### config.mk
export PLATFORM = sky130hd
export DESIGN_NAME = sha512_msg_padder
export DESIGN_NICKNAME = d
export VERILOG_FILES = /design/src/rtl/sha512_msg_padder.sv
export SDC_FILE = /design/constraint.sdc
export NUM_CORES = 2
export LEC_CHECK = 0
export ABC_AREA = 0
export BUFFER_PORTS_ARGS = -buffer_cell sky130_fd_sc_hd__buf_2
export CELL_PAD_IN_SITES_DETAIL_PLACEMENT = 1
export CELL_PAD_IN_SITES_GLOBAL_PLACEMENT = 2
export CORE_AREA = 2 2 457 459
export DETAILED_ROUTE_END_ITERATION = 12
export DIE_AREA = 0 0 459 461
export GPL_TIMING_DRIVEN = 0
export PLACE_DENSITY_LB_ADDON = 0.1
export SLEW_MARGIN = 15
export SYNTH_ARGS = -nofsm -noshare
export SYNTH_HDL_FRONTEND = slang
export SYNTH_SLANG_ARGS = --single-unit
### constraint.sdc
create_clock -name clk -period 7.42 [get_ports clk]
set_input_delay 1.484 -clock clk [delete_from_list [all_inputs] [get_ports clk]]
set_output_delay 1.484 -clock clk [all_outputs]
set_load 0.005 [all_outputs]
### src/rtl/sha512_msg_padder.sv
// sha512_msg_padder
//   Upstream stage of the SHA-512 round engine. Collects a message arriving
//   as 64-bit big-endian words into 1024-bit blocks and applies SHA-512
//   padding: a 0x80 marker byte, zero fill, then the 128-bit message bit
//   length in words 14-15 of the final block. Each block is presented with
//   first/last flags and the message mode over a valid/ready handshake.
//
// Ports
//   clk, rst             clock, synchronous active-high reset
//   msg_valid/msg_ready  word handshake into the padder
//   msg_data             message word, byte 0 in bits [63:56]
//   msg_last             final word of the message
//   msg_bytes            valid bytes in the word (0..8, 8 unless last)
//   msg_mode             mode, sampled with the first word of a message
//   blk_valid/blk_ready  block handshake towards the round engine
//   blk_data             block, word 0 in bits [1023:960]
//   blk_init             first block of a message
//   blk_last             final block of a message
//   blk_mode             mode latched from the first word
module sha512_msg_padder #(
  parameter int LEN_W = 128,
  parameter int WORDS = 16
) (
  input  logic                  clk,
  input  logic                  rst,
  input  logic                  msg_valid,
  output logic                  msg_ready,
  input  logic [63:0]           msg_data,
  input  logic                  msg_last,
  input  logic [3:0]            msg_bytes,
  input  logic [31:0]           msg_mode,
  output logic                  blk_valid,
  input  logic                  blk_ready,
  output logic [64*WORDS-1:0]   blk_data,
  output logic                  blk_init,
  output logic                  blk_last,
  output logic [31:0]           blk_mode
);

  localparam int CNT_W = LEN_W - 3;
  localparam int IDX_W = $clog2(WORDS) + 1;
  localparam logic [IDX_W-1:0] LAST_IDX = IDX_W'(WORDS - 1);
  localparam logic [IDX_W-1:0] LEN_IDX  = IDX_W'(WORDS - 3);
  localparam logic [IDX_W-1:0] IDX_ONE  = IDX_W'(1);
  localparam logic [IDX_W-2:0] LO_ONE   = (IDX_W-1)'(1);
  localparam logic [63:0]      ONES     = {64{1'b1}};
  localparam logic [63:0]      MARK     = 64'h8000_0000_0000_0000;

  typedef enum logic [2:0] {IDLE, FILL, PAD, XPAD, EMIT} state_e;

  state_e                   state_q, state_d;
  state_e                   cont_q, cont_d;
  logic [IDX_W-1:0]         widx_q, widx_d;
  logic [CNT_W-1:0]         byte_cnt_q, byte_cnt_d;
  logic [WORDS-1:0][63:0]   buf_q, buf_d;
  logic                     pend_q, pend_d;
  logic                     fits_q, fits_d;
  logic                     first_q, first_d;
  logic                     blk_valid_q, blk_valid_d;
  logic                     blk_init_q, blk_init_d;
  logic                     blk_last_q, blk_last_d;
  logic [31:0]              blk_mode_q, blk_mode_d;
  logic                     msg_ready_q, msg_ready_d;

  logic                     accept;
  logic [3:0]               eff_bytes;
  logic                     full_word;
  logic [63:0]              word_v;
  logic [IDX_W-1:0]         mark_idx;
  logic [IDX_W-2:0]         widx_lo;
  logic [127:0]             bit_len;

  assign widx_lo = widx_q[IDX_W-2:0];
  assign bit_len = 128'({byte_cnt_q, 3'b000});

  // Next-state logic. fits_q records, at the last word, whether the marker
  // byte landed early enough (word <= 13) for the length to share its block;
  // otherwise an extra all-padding block is produced through XPAD.
  always_comb begin
    state_d     = state_q;
    cont_d      = cont_q;
    widx_d      = widx_q;
    byte_cnt_d  = byte_cnt_q;
    buf_d       = buf_q;
    pend_d      = pend_q;
    fits_d      = fits_q;
    first_d     = first_q;
    blk_init_d  = blk_init_q;
    blk_last_d  = blk_last_q;
    blk_mode_d  = blk_mode_q;
    word_v      = '0;
    mark_idx    = '0;
    accept      = msg_valid && msg_ready_q;
    eff_bytes   = (msg_bytes > 4'd8) ? 4'd8 : msg_bytes;
    full_word   = eff_bytes[3];

    case (state_q)
      IDLE, FILL: begin
        if (accept) begin
          if (state_q == IDLE) begin
            blk_mode_d = msg_mode;
            first_d    = 1'b1;
          end
          // Keep only the leading eff_bytes bytes; a short last word also
          // carries the marker right after its final data byte.
          word_v = full_word ? msg_data
                             : (msg_data & ~(ONES >> {eff_bytes[2:0], 3'b000}));
          if (msg_last && !full_word) begin
            word_v = word_v | (MARK >> {eff_bytes[2:0], 3'b000});
          end
          buf_d[widx_lo] = word_v;
          byte_cnt_d     = byte_cnt_q + CNT_W'(eff_bytes);
          widx_d         = widx_q + IDX_ONE;

          if (msg_last) begin
            mark_idx = widx_q + {{(IDX_W-1){1'b0}}, full_word};
            if (full_word) begin
              // A full final word pushes the marker into the next word, or
              // into the next block when this was word 15.
              if (widx_q == LAST_IDX) begin
                pend_d = 1'b1;
              end else begin
                buf_d[widx_lo + LO_ONE] = MARK;
              end
            end
            fits_d  = (mark_idx <= LEN_IDX);
            state_d = PAD;
          end else if (widx_q == LAST_IDX) begin
            state_d    = EMIT;
            cont_d     = FILL;
            blk_init_d = first_d;
            blk_last_d = 1'b0;
          end else begin
            state_d = FILL;
          end
        end
      end

      PAD: begin
        state_d    = EMIT;
        blk_init_d = first_q;
        if (fits_q) begin
          buf_d[WORDS-2] = bit_len[127:64];
          buf_d[WORDS-1] = bit_len[63:0];
          blk_last_d     = 1'b1;
          cont_d         = IDLE;
        end else begin
          blk_last_d = 1'b0;
          cont_d     = XPAD;
        end
      end

      XPAD: begin
        if (pend_q) begin
          buf_d[0] = MARK;
          pend_d   = 1'b0;
        end
        buf_d[WORDS-2] = bit_len[127:64];
        buf_d[WORDS-1] = bit_len[63:0];
        blk_init_d     = first_q;
        blk_last_d     = 1'b1;
        cont_d         = IDLE;
        state_d        = EMIT;
      end

      EMIT: begin
        if (blk_valid_q && blk_ready) begin
          buf_d      = '0;
          widx_d     = '0;
          first_d    = 1'b0;
          blk_init_d = 1'b0;
          blk_last_d = 1'b0;
          state_d    = cont_q;
          if (cont_q == IDLE) begin
            byte_cnt_d = '0;
          end
        end
      end

      default: state_d = IDLE;
    endcase

    blk_valid_d = (state_d == EMIT);
    msg_ready_d = (state_d == IDLE) || (state_d == FILL);
  end

  // State and registered outputs.
  always_ff @(posedge clk) begin
    if (rst) begin
      state_q     <= IDLE;
      cont_q      <= IDLE;
      widx_q      <= '0;
      byte_cnt_q  <= '0;
      buf_q       <= '0;
      pend_q      <= 1'b0;
      fits_q      <= 1'b0;
      first_q     <= 1'b0;
      blk_valid_q <= 1'b0;
      blk_init_q  <= 1'b0;
      blk_last_q  <= 1'b0;
      blk_mode_q  <= '0;
      msg_ready_q <= 1'b0;
    end else begin
      state_q     <= state_d;
      cont_q      <= cont_d;
      widx_q      <= widx_d;
      byte_cnt_q  <= byte_cnt_d;
      buf_q       <= buf_d;
      pend_q      <= pend_d;
      fits_q      <= fits_d;
      first_q     <= first_d;
      blk_valid_q <= blk_valid_d;
      blk_init_q  <= blk_init_d;
      blk_last_q  <= blk_last_d;
      blk_mode_q  <= blk_mode_d;
      msg_ready_q <= msg_ready_d;
    end
  end

  // Word 0 of the buffer occupies the most significant 64 bits of the block.
  always_comb begin
    blk_data = '0;
    for (int i = 0; i < WORDS; i++) begin
      blk_data[64*(WORDS-1-i) +: 64] = buf_q[i];
    end
  end

  assign blk_valid = blk_valid_q;
  assign blk_init  = blk_init_q;
  assign blk_last  = blk_last_q;
  assign blk_mode  = blk_mode_q;
  assign msg_ready = msg_ready_q;

endmodule

==> out/metrics.cfg <==
[logic_synthesis]
synth_edf_count=0
synth_top_area_share_pct=51.8
async_flop_share_pct=0
syn_nets=5316
synthCells=5196
yosys_most_used_dff=dfxtp_1
yosysSeqAreaShare_pct=51.8
synth_top_area_cell=dfxtp_1
netlist_top_cells_count=dfxtp_1 (1198), nand2_1 (806), a21oi_1 (467), clkbuf_1 (401), a22o_1 (335)
synth_area_leaders=dfxtp_1 (52%), nand2_1 (6.5%), a22o_1 (6.3%)
syn_avg_cell_area_um2=8.91
syn_area_mm2=0.0463
yosysWarnings=0
synth_cell_type_count=73
synth_most_common_cell=dfxtp_1
yosys_register_bits=1198

[layout]
drive_gt1_share_pct=23.7
syn_to_final_growth_pct=32.2
fin_nets=6663

[sta]
rsz0062_at_grt=no
setup_viol=0
skew_ns=0.0278
finalHoldViolCount=0
period_share_pct=70.5
tightest_slew_ns=1.33
setup_tns_ns=0
fmax_mhz=191
period_needed_ns=5.23
final_max_slew_viol_count=0
slew_headroom_pct=11.2

[min_path]
min_path_type=register to register
hold_path_startpoint=blk_data[467]$_SDFFE_PP0P_

[flow_run]
max_cap_violations=0

[routing]
drtPass1Iterations=6
wire_per_inst_um=34.4
dr_total_vias=47900
drt-initial-drc-count=3500
wl_um=323000
avgViaCountPerCell=5.10
drc=0
ant_nets=0

[floorplan]
dieWidth_um=459
fp.dieH_um=461
coreArea_mm2=0.206
ios=1165
die-area_mm2=0.212
start_util_pct=22.4
rows=167

[clock_network]
clock_latency_ns=0.80
post_cts_buffers=0
cts_tree=done
hold_buffers=0
clockBufferDepth=3
htreeDepth=4
numCtsBuffers=151
clock_sinks=1198
clockRootBuffer=clkbuf_16
cts_resized=0
cts.clk_slew.worst_paths_ns=0.06

[power]
total_power_uw=15400
ir_worst_vdd_mv=0.220
p_leak_uw=0.0244
powerDensity_mw_per_mm2=251

[setup_path]
crit_type=primary input to register
critPathArrivalTime_ns=5.97
endpoint_kind=register
crit_fanout=11
cp_slowest_cell=nor2_1
crit_start=msg_bytes[3]
cp.required_ns=8.16
startpoint_type=primary input
cpMostUsedCell=clkbuf_1
crit_path_max_incr_delay_ns=1.04
cp_cell_sequence=buf_2 > clkbuf_1 > clkbuf_1 > a211o_1 > clkbuf_1 > nand2_1 > nor2_1 > a22o_1
rr_startpoint=widx_q[3]$_SDFFE_PP0P_

[global_route]
grt_pass1_wl_um=426000
grt_max_degree=17
grt_use_total_pct=29.2
gr-total-overflow=0
grt_pass1_vias=47000
antenna_found_initial=70

[placed_design]
io_buffers=1163
place_hpwl_um=256000
gp_congestion=0.870

[outcome]
outcome=completed

-- state kept, by name, indices dropped and copies added, names as in the netlist, 2 cells and up, named ones only --
register    count
blk_data     1024
blk_mode       32
byte_cnt_q    125
cont_q          2
state_q         3
widx_q          5
-- worst max-delay path: cells and delay by family --
family	cells	cell delay [ns]
buffers and inverters	4	2.20
AND/OR/NAND/NOR	2	1.68
AO/OA/AOI/OAI	2	0.56
-- stage by stage --
stage	util (%)	setup WS (ns)	instance area [um^2]	cells	hold WS, ns
after detailed placement	27.2	1.29	56200	9094	0.442
after CTS	29.6	2.02	61200	9359	0.452
after floorplan	-	3.36	46300	5196	0.443
after global routing	29.6	1.88	61200	9367	0.471
final	29.7	2.19	61200	9380	0.450
after global placement	26.9	0.870	55500	9063	0.439
-- worst paths after layout --
| check | endpoint | slack [ns] | cells past startpoint |
|---|---|---|---|
| worst min register to register | blk_data[467]$_SDFFE_PP0P_ | 0.45 | 2 |
| worst max-delay path | blk_data[748]$_SDFFE_PP0P_ | 2.19 | 8 |
| worst max register to register | blk_data[937]$_SDFFE_PP0P_ | 2.19 | 13 |
| worst min-delay path | blk_data[467]$_SDFFE_PP0P_ | 0.45 | 2 |
-- where the power goes --
| part | internal, uW | switching, uW | total, uW |
|---|---|---|---|
| sequential | 6490 | 38.8 | 6530 |
| combinational | 241 | 958 | 1200 |
| clock | 4520 | 3160 | 7680 |
-- cells by family after synthesis --
logic type | synth area share [%]
adder cells (fa/ha/maj) | 0.421
AND/OR/NAND/NOR | 17.3
buffers and inverters | 5.55
multiplexers | 2.19
XOR/XNOR | 0.340
flip-flops | 51.8
AO/OA/AOI/OAI | 22.5
-- layout by cell type (no fill, tap or decap), drive strengths merged, types with 9 or more instances in the layout --
master   instances
a32oi           29
o31ai           21
a21oi          467
xor2             9
a22o           335
inv            206
nor4            64
nor2           265
nor2b           16
and4            12
nand2b          89
or2             48
o211ai          16
diode           21
ha              14
xnor2            9
and2            26
clkbuf         631
o2bb2ai         98
a21o            21
a211oi          36
a22oi           37
o21ai          126
buf           1259
or3             30
nand3           97
mux2i          100
a221oi          15
clkinv          22
o32ai          168
nand4           65
nand2          806
nor3           161
a32o            14
dfxtp         1198
or4             19
and3            11
a311oi          39
-- cell type report --
type | count | area, um^2
Clock inverter | 35 | 455
Timing Repair Buffer | 1194 | 6250
Buffer | 466 | 1820
Multi-Input combinational cell | 3329 | 20000
Tap cell | 2704 | 3380
Antenna cell | 21 | 52.6
Fill cell | 24400 | 145000
Clock buffer | 230 | 4570
Inverter | 203 | 762
Sequential cell | 1198 | 24000
-- per-layer routing --
layer | share of wire, % | up-vias | wire, um | track usage [%]
met4 | 3.3 | 30 | 10800 | 9.12
met3 | 7.0 | 357 | 22500 | 7.22
met1 | 41 | 24400 | 133000 | 35.6
met2 | 49 | 1675 | 157000 | 50.4
met5 | 0.053 | - | 170 | 0
li1 | - | 21400 | - | -
Note: power is estimated with default switching activity, not from simulation.
